===== src/rtl/muldiv_unit.sv =====
// Iterative RV32M multiply/divide unit, one bit per cycle.
// Divide-by-zero and signed overflow complete on a two-cycle fast path.
module muldiv_unit #(
    parameter int DATA_WIDTH = 32
) (
    input  logic                  clk,
    input  logic                  rst,
    input  logic                  start,
    input  logic                  kill,
    input  logic [DATA_WIDTH-1:0] op1,
    input  logic [DATA_WIDTH-1:0] op2,
    input  logic [2:0]            MDctrl,
    output logic                  busy,
    output logic                  done,
    output logic [DATA_WIDTH-1:0] result
);
    localparam int W  = DATA_WIDTH;
    localparam int CW = $clog2(W);

    typedef enum logic [1:0] {IDLE, CALC, DONE} state_t;

    state_t         state, state_nx;
    logic [2:0]     op_q;
    logic           s1_q, s2_q, fast_q;
    logic [W-1:0]   b_q;
    logic [2*W-1:0] acc_q;
    logic [CW-1:0]  cnt_q;

    logic           is_div, sg1, sg2, neg1, neg2;
    logic           div0, ovf, fast, accept;
    logic [W-1:0]   m1, m2, fast_val;

    always_comb begin
        is_div   = MDctrl[2];
        sg1      = is_div ? ~MDctrl[0] : (MDctrl[1] ^ MDctrl[0]);
        sg2      = is_div ? ~MDctrl[0] : (MDctrl[1:0] == 2'b01);
        neg1     = sg1 & op1[W-1];
        neg2     = sg2 & op2[W-1];
        m1       = neg1 ? -op1 : op1;
        m2       = neg2 ? -op2 : op2;
        div0     = is_div && (op2 == '0);
        ovf      = is_div && !MDctrl[0]
                   && (op1 == {1'b1, {(W-1){1'b0}}})
                   && (op2 == '1);
        fast     = div0 | ovf;
        // REM keeps the dividend on /0 and is zero on overflow
        fast_val = MDctrl[1] ? (div0 ? op1 : '0)
                             : (div0 ? '1 : op1);
    end

    assign accept = (state == IDLE) && start && !kill;
    assign busy   = (state != IDLE);

    logic [W:0]     mul_sum, div_sh;
    logic [W-1:0]   div_df;
    logic           div_ge;
    logic [2*W-1:0] mul_nx, div_nx, prod_s;
    logic [W-1:0]   q_s, r_s, sel;

    always_comb begin
        mul_sum = {1'b0, acc_q[2*W-1:W]} + {1'b0, b_q};
        mul_nx  = acc_q[0] ? {mul_sum, acc_q[W-1:1]}
                           : {1'b0, acc_q[2*W-1:1]};
        div_sh  = {acc_q[2*W-1:W], acc_q[W-1]};
        div_ge  = div_sh >= {1'b0, b_q};
        div_df  = div_sh[W-1:0] - b_q;
        div_nx  = div_ge ? {div_df, acc_q[W-2:0], 1'b1}
                         : {div_sh[W-1:0], acc_q[W-2:0], 1'b0};
    end

    always_comb begin
        prod_s = (s1_q ^ s2_q) ? -acc_q : acc_q;
        q_s    = (s1_q ^ s2_q) ? -acc_q[W-1:0] : acc_q[W-1:0];
        r_s    = s1_q ? -acc_q[2*W-1:W] : acc_q[2*W-1:W];
        if (fast_q)
            sel = acc_q[W-1:0];
        else if (op_q == 3'b000)
            sel = prod_s[W-1:0];
        else if (!op_q[2])
            sel = prod_s[2*W-1:W];
        else if (!op_q[1])
            sel = q_s;
        else
            sel = r_s;
    end

    always_comb begin
        state_nx = state;
        unique case (state)
            IDLE:    if (start) state_nx = fast ? DONE : CALC;
            CALC:    if (cnt_q == '0) state_nx = DONE;
            DONE:    state_nx = IDLE;
            default: state_nx = IDLE;
        endcase
        if (kill) state_nx = IDLE;
    end

    always_ff @(posedge clk) begin
        if (rst) state <= IDLE;
        else     state <= state_nx;
    end

    always_ff @(posedge clk) begin
        if (rst) begin
            op_q   <= '0;
            s1_q   <= 1'b0;
            s2_q   <= 1'b0;
            fast_q <= 1'b0;
            b_q    <= '0;
            acc_q  <= '0;
            cnt_q  <= '0;
            result <= '0;
            done   <= 1'b0;
        end else begin
            done <= 1'b0;
            if (accept) begin
                op_q   <= MDctrl;
                s1_q   <= neg1;
                s2_q   <= neg2;
                fast_q <= fast;
                cnt_q  <= CW'(W - 1);
                b_q    <= is_div ? m2 : m1;
                if (fast)
                    acc_q <= {{W{1'b0}}, fast_val};
                else
                    acc_q <= {{W{1'b0}}, is_div ? m1 : m2};
            end
            if (state == CALC && !kill) begin
                acc_q <= op_q[2] ? div_nx : mul_nx;
                if (cnt_q != '0) cnt_q <= cnt_q - CW'(1);
            end
            if (state == DONE && !kill) begin
                result <= sel;
                done   <= 1'b1;
            end
        end
    end
endmodule


===== config.mk =====
export PLATFORM = sky130hd
export DESIGN_NAME = muldiv_unit
export DESIGN_NICKNAME = d
export VERILOG_FILES = /design/src/rtl/muldiv_unit.sv
export SDC_FILE = /design/constraint.sdc
export NUM_CORES = 1
export LEC_CHECK = 0
export CORE_MARGIN = 1.5
export CORE_UTILIZATION = 30
export CTS_CLUSTER_DIAMETER = 100
export CTS_CLUSTER_SIZE = 14
export DETAILED_ROUTE_END_ITERATION = 10
export PLACE_DENSITY_LB_ADDON = 0.08
export SLEW_MARGIN = 20
export SYNTH_ARGS = -nofsm -noshare
export SYNTH_HDL_FRONTEND = slang
export SYNTH_SLANG_ARGS = --single-unit

===== constraint.sdc =====
create_clock -name clk -period 7.87 [get_ports clk]
set_clock_uncertainty 0.2 [all_clocks]
set_input_delay 1.574 -clock clk [delete_from_list [all_inputs] [get_ports clk]]
set_output_delay 1.574 -clock clk [all_outputs]
set_load 0.05 [all_outputs]

==> impl_summary.md, run 1 <==
Logic synthesis
The number of flops mapped to enable cells by yosys is 0. After synthesis, the most frequently instantiated cells are nand2_1, a21oi_1, nor2_1, o21ai_0, clkbuf_1. The count of cell types in the netlist is 83. The synthesized design spends more area on one cell type than any other, namely dfxtp_1. Sorting the synthesized cells by area gives the leading types as dfxtp_1, a21oi_1, nand2_1. The share of synthesized area in the top cell type comes to 0.188. The prevailing post-synth register cell is dfxtp_1.

The average size of a mapped cell is 6.87 sq um. In the synthesized netlist the async set-or-reset flop fraction comes to 0. The cell count after synthesis came out at 2204. Yosys instantiated no cell more often than nand2_1. The number of warnings issued by yosys is 0.

For this run, the register share of the synthesized area comes to 0.188. The post-synthesis register bit count is 142. The total standard cell area after synthesis is 15100 sq um.

Synthesis produced a netlist with a net count of 2348.

Placement
At the end of routability-driven placement, the weighted congestion stood at 0.926. The placed instances occupy a cell area of 16700 sq um. In this run the tool buffered the top-level ports with 104 buffer cells. Summed over all nets, the half-perimeter wirelength after detailed placement is 58.5 mm.

Worst setup path
The endpoint class of the critical path is a flop. The category of the critical setup timing path is in2reg. The worst setup path is launched from an input pin.

The critical path required time is 8.08 ns. The most critical setup path has its endpoint at acc_q[23]. Data on the critical path arrives at its endpoint at 5.32 ns.

The worst setup path startpoint is op1[2]. In this run the register-to-register setup slack is 3.38 ns. The cell count of the worst reg-to-reg path is 11. The endpoint identified for the worst register-to-register timing path is result[2]. The peak fanout along the critical path is 8. The worst register-to-register path begins at acc_q[0].

Clock network
The number of buffers created by CTS is 17. The TritonCTS clock tree is done. The source-to-sink clock delay at the later pin of the worst-skew pair is 0.51 ns. The post-cts resize count is 0. After clock tree synthesis, the clock-pin slew on the worst setup and hold paths is 0.07 ns.

The buffer cell driving the clock tree root is clkbuf_16. After clock tree synthesis, the flow added hold-fix buffers numbering 0. The post-CTS repair timing setup buffer count is 0.

The clock net in this run drives a total of 142 sinks. The clock tree synthesis step divided the H-tree into 4 levels. In this run the deepest clock path goes through 2 buffers.

STA
The period utilization is 0.649. The final sum of negative setup slack is 0 ns. The time the final worst path needs with I/O delays and setup is 5.11 ns. On the final layout, the worst hold slack is 0.253 ns. The actual slew at the worst max-slew pin is 1.10 ns. The final hold violation count is 0. Headroom to the max-slew limit came out at 0.259.

The number of max-slew violations in the final report is 0. The total setup violations reported at the end of the flow is 0. For this run, the top clock speed supported by timing is 196 MHz.

Setup repair after global routing left no endpoint under its margin.

Floorplanning
The floorplan step defined a core boundary enclosing 50000 sq um. The count of standard-cell rows is 82. The die covers 51900 sq um. The die height is 228 microns. The x dimension of the die is 228 microns. The starting density of the core is 0.303. The number of top-level design ports is 105.

Cells and area
In the final layout, the share of cells above drive strength 1 is 0.0533. The net count reported at finish is 2345. For this run, the share of the core covered by cells in the final layout is 0.347. Summing all non-filler instances in the final layout gives an area of 17300 sq um. The post-synthesis to final-layout area growth is 14.4%.

Run status
The run finished with clean final reports.

Drt
The routed wire length is 75.4 mm. Detailed routing inserted a total of 17243 vias. The average detailed-routed wire length per instance is 26.1 microns.

The number of DRC violations after detailed-routing iteration 0 is 1537. The detailed-route vias per instance is 5.97. The number of remaining DRC errors is 0. The iteration count of the initial detailed-routing pass is 7. In this run the remaining antenna-violating nets after routing total 0.

Global routing
Global routing finished with a remaining overflow of 0. The total global routing track utilization is 0.286. The first global-routing pass estimated 111 mm of wire.

The maximum number of pins on one net before global-route repair is 71. The initial antenna violation count was 0. The number of global-route vias before repair came to 16436.

Pwr
The leakage dissipation is 6.57 nW. The total power density per cell area is 148 nW/um^2. VDD sags by at most 0.170 mV.

Job
The count of maximum capacitance violations is 0.

Min path
The min-delay analysis places its worst path in the category reg2reg.
-- stage by stage --
stage               std cells  power [mW]  setup WS (ns)
CTS                      2886        2.58           2.99
finish                   2887        2.57           2.76
global placement         2854        1.69           2.09
global route             2886        2.69           2.64
detailed placement       2854        1.68           2.44
floorplan                2204        1.36           3.54
-- critical path, stage by stage --
cell,delay (ns)
clkdlybuf4s50_1,0.51
nor4_1,0.97
nand3_1,0.66
nor3_1,0.51
nor2_1,0.11
xor2_1,0.26
nand2_1,0.08
o21ai_0,0.18
a21boi_0,0.21
o31ai_1,0.25
-- logic make-up after synthesis --
kind of cell | share of synthesized area
compound gates | 0.328
simple gates | 0.229
buf+inv | 0.0586
xor+xnor | 0.0908
flops | 0.188
fa+ha+maj | 0.0613
mux | 0.0457
-- how the worst min path moves through the flow --
stage / from / end / slack [ns] / cells after the start
final: result[14] / result[14] / 0.25 / 2
after CTS: result[14] / result[14] / 0.26 / 2
after detailed placement: result[14] / result[14] / 0.25 / 2
after global placement: result[1] / result[1] / 0.24 / 1
after global routing: result[14] / result[14] / 0.29 / 2
after floorplan: b_q[11] / b_q[11] / 0.25 / 2
-- layout make-up --
| class | count | area (sq um) |
|---|---|---|
| Fill cell | 5490 | 32600 |
| Multi-Input combinational cell | 1829 | 11500 |
| Sequential cell | 142 | 2850 |
| Timing Repair Buffer | 144 | 1330 |
| Tap cell | 672 | 841 |
| Clock buffer | 17 | 425 |
| Inverter | 67 | 251 |
| Clock inverter | 15 | 179 |
| Antenna cell | 1 | 2.50 |
-- flip-flops by register name, indices dropped and copies added, names as in the netlist --
| name | cells |
|---|---|
| state | 2 |
| fast_q | 1 |
| cnt_q | 5 |
| done | 1 |
| s2_q | 1 |
| result | 32 |
| op_q | 3 |
| s1_q | 1 |
| acc_q | 64 |
| b_q | 32 |
-- routing by layer --
| layer | vias to the layer above | routed length (microns) | GRT usage |
|---|---|---|---|
| met3 | 103 | 5210 | 0.0508 |
| li1 | 8083 | - | - |
| met2 | 714 | 33000 | 0.443 |
| met1 | 8343 | 34600 | 0.393 |
| met5 | - | 0 | 0 |
| met4 | 0 | 2600 | 0.109 |
-- where the power goes --
group	internal (mW)	switching (mW)
Clock	0.477	0.408
Sequential	0.748	0.0786
Combinational	0.300	0.562
-- cells in the final DEF, fill, tap and decap left out, types with 9 or more instances in the layout --
cell	count
nand2_1	247
a21oi_1	229
nor2_1	222
o21ai_0	173
dfxtp_1	141
clkdlybuf4s50_1	102
xnor2_1	83
xor2_1	72
nor3_1	71
ha_1	71
inv_1	64
mux2i_1	59
o211ai_1	46
a211oi_1	45
buf_4	41
a31oi_1	39
nand3_1	36
a21o_1	35
or3_1	30
a221oi_1	30
o31ai_1	30
nor4_1	21
o22ai_1	20
clkbuf_16	17
or4_1	15
nand4_1	15
nor2b_1	14
and3_1	14
and2_1	13
nand2b_1	13
or2_2	12
a22o_1	12
a311oi_1	11
o41ai_1	10
o21a_1	10
a22oi_1	10
o21bai_1	9
mux2_2	9
Note: power is estimated with default switching activity, not from simulation.
==> inputs of run 2 (changes only) <==
Clock period 7.87 ns to 4.3 ns, I/O delays scaled along.
==> run 2 against run 1 <==
Die area unchanged; combinational power rose by 110%; via count grew 2.9%; first-iteration DRC count rose by 18%; setup slack worse by 2.6 ns; routed wire length about the same; largest cell class unchanged; largest power group is now combinational cells.
==> impl_summary.md, run 2 (synthesis results as in run 1) <==
Placement
The number of buffer cells added on primary ports is 104 (unchanged). The post-detailed-placement half-perimeter wirelength came to 60.5 mm (+3.4%). The instance count after placement with tap cells included is 2996 (+5.0%). The routability congestion estimate is 0.977 (+5.5%). The pre-CTS setup slack is 0.0579 ns (-2.38 ns).

Cells and area
The area of the multi-input gates came to 11500 sq um (about the same). Leaving out fill and tap cells, the most frequent cell in the layout is nand2_1. The number of antenna cells inserted is 0 (-1).

Relative to the synthesized area, the layout overhead comes to 21.2%. The number of flip-flops under the largest register name was 64 (unchanged). In the final layout, the registers with the most flip-flops are acc_q x64, b_q x32, result x32. In the layout the commonest cells are nand2_1, a21oi_1, nor2_1. The net count reported at finish is 2487 (+6.1%). The count of placed standard cells in the final layout, fillers left out is 3028 (+4.9%). The share of final-layout standard cells stronger than drive strength 1 is 0.110 (+0.0566).

The final-layout fill cell count is 5398 (-1.7%). Counting flops per register, the top entry is acc_q. The register area is 2850 sq um (unchanged).

Worst setup path
The startpoint kind of the worst setup timing path is a flop. The critical path required time is 4.49 ns (-3.59 ns). The arrival time reported for the critical path endpoint is 4.32 ns (-1.00 ns).

The critical path is of the reg2reg type. The peak fanout along the critical path is 9 (+1). The startpoint identified for the worst register-to-register timing path is acc_q[33].

STA classifies the critical path endpoint as a flop. The setup slack on the worst flop-to-flop path is 0.17 ns (-3.21 ns). The destination of the worst register-to-register timing path is acc_q[62]. The cell count of the worst reg-to-reg path came to 10 (-1).

Floorplanning
The area enclosed by the die boundary came to 51900 sq um (unchanged). The starting density of the core was 0.303 (unchanged). The count of standard-cell rows was 82 (unchanged). The die height is 228 microns (unchanged). The x dimension of the die came to 228 microns (unchanged). The area of the placeable core was 50000 sq um (unchanged).

The number of top-level design ports came to 105 (unchanged).

Min path
The number of instances on the worst hold path is 2 (unchanged). The hold-critical path endpoint is result[14]. The worst hold-check path type is reg2reg. The launch instance of the worst min-delay path is result[14].

STA
Derived from the worst setup path, the maximum achievable clock frequency is 242 MHz. The worst path in the final design needs a cycle of 4.13 ns, including I/O delays and setup. The actual slew at the worst max-slew pin was 1.11 ns (+0.0112 ns). Setup repair after global routing left no endpoint under its margin. The final hold violation count is 0 (unchanged).

The final worst-path setup slack is 0.169 ns (-2.59 ns). The number of max-slew violations in the final report is 0 (unchanged). The final sum of negative setup slack is 0 ns (unchanged). The worst-case headroom to the max-slew limit is 0.252 (-0.00751). The period utilization is 0.961. The worst hold margin is 0.250 ns (-0.00290 ns). The total setup violations reported at the end of the flow is 0 (unchanged).

Drt
The average detailed-routed wire length per instance came to 24.9 microns (-4.6%). The detailed-route vias per instance was 5.86 (-1.8%). The number of DRC violations after detailed-routing iteration 0 is 1806 (+18%).

The number of remaining DRC errors came to 0 (unchanged). The remaining antenna violation count is 0 (unchanged). The routed wire length is 75.4 mm (about the same).

The total vias in the final route is 17751 (+2.9%). The iteration count of the initial detailed-routing pass is 6 (-1).

Global routing
met2 is the most crowded layer. The global route total overflow is 0 (unchanged). The initial antenna violation count is 0 (unchanged). The met3 routing resource usage after global routing is 0.0425 (-0.00825). The total global routing track utilization is 0.287 (+0.00102). The maximum number of pins on one net before global-route repair was 67 (-5.6%). The met1 usage is 0.384 (-0.00877). The number of global-route vias before repair is 17108 (+4.1%). The global-route track usage on met2 is 0.450 (+0.00743). The wire length of the first global-routing pass is 112 mm (+1.5%).

Clock network
The largest buffer count on any clock path is 2 (unchanged). The sink count of the clock tree is 142 (unchanged). The number of buffers created by CTS is 17 (unchanged). The tree is rooted in a clkbuf_16.

The depth of the CTS H-tree is 4 (unchanged). The post-cts resize count is 0 (unchanged). The register clock-pin slew on the reported worst setup and hold paths is 0.07 ns (about the same).

The source-to-sink clock delay at the later pin of the worst-skew pair was 0.50 ns (about the same). The count of hold-fix buffers inserted at cts was 0 (unchanged). The post-CTS repair timing setup buffer count is 0 (unchanged).

The TritonCTS clock tree is done.

Run status
The run finished with clean final reports.

Job
The count of maximum capacitance violations was 0 (unchanged).

Pwr
The leakage dissipation is 7.26 nW (+11%). The total power density per cell area is 259 nW/um^2 (+74%). The worst supply voltage drop on vdd is 0.340 mV (+100%). The total power draw is 4.75 mW (+85%).
run 2: changes by cell type in the layout (fill, tap and decap cells not counted), sizes merged:
cell,previous run,this run
buf,42,184
bufinv,2,0
clkbuf,17,19
clkinv,5,8
clkinvlp,3,2
diode,1,0
inv,72,70
run 2: metal layers:
metal  part of all wire  vias up
met4              0.047        0
met2               0.44      713
met1               0.45     8522
met5                  0        -
li1                   -     8392
met3              0.059      124
run 2: cell type report:
cell class              instances  area share
repair buffers                286       0.131
flip-flops and latches        142       0.155
inverters                      67      0.0137
clock inverters                13     0.00559
multi-input cells            1829       0.624
clock buffers                  19      0.0247
well taps                     672      0.0458
run 2: where the power goes:
part | internal (mW) | leakage [nW] | total, mW | switching [mW]
clock | 0.775 | 0.272 | 1.48 | 0.709
combinational | 0.676 | 5.84 | 1.81 | 1.14
sequential | 1.37 | 1.16 | 1.45 | 0.0806
run 2: worst max-delay path by stage:
stage,startpoint,endpoint,slack [ns],cells past startpoint
2_1_floorplan,acc_q[0],result[2],0.46,14
3_3_place_gp,op2[17],acc_q[3],0.04,11
3_5_place_dp,op2[17],acc_q[6],0.06,11
4_1_cts,acc_q[33],acc_q[62],0.24,10
5_1_grt,acc_q[33],acc_q[62],0.02,10
6_report,acc_q[33],acc_q[62],0.17,10
run 2: per-stage QoR:
| stage | instance area (sq um) | utilization |
|---|---|---|
| 2_1_floorplan | 15100 | - |
| 3_3_place_gp | 17800 | 0.356 |
| 3_5_place_dp | 17800 | 0.356 |
| 4_1_cts | 18400 | 0.367 |
| 5_1_grt | 18400 | 0.367 |
| 6_report | 18400 | 0.367 |
run 2: critical path: stages, from the launching register on:
cell	delay, ns
dfxtp_1	0.42
ha_1	0.35
a211oi_1	0.08
o21a_1	0.24
a221oi_1	0.57
a221oi_1	0.29
o21ai_0	0.71
a31oi_1	0.30
a2111oi_0	0.49
a311oi_1	0.11
nor4_1	0.26
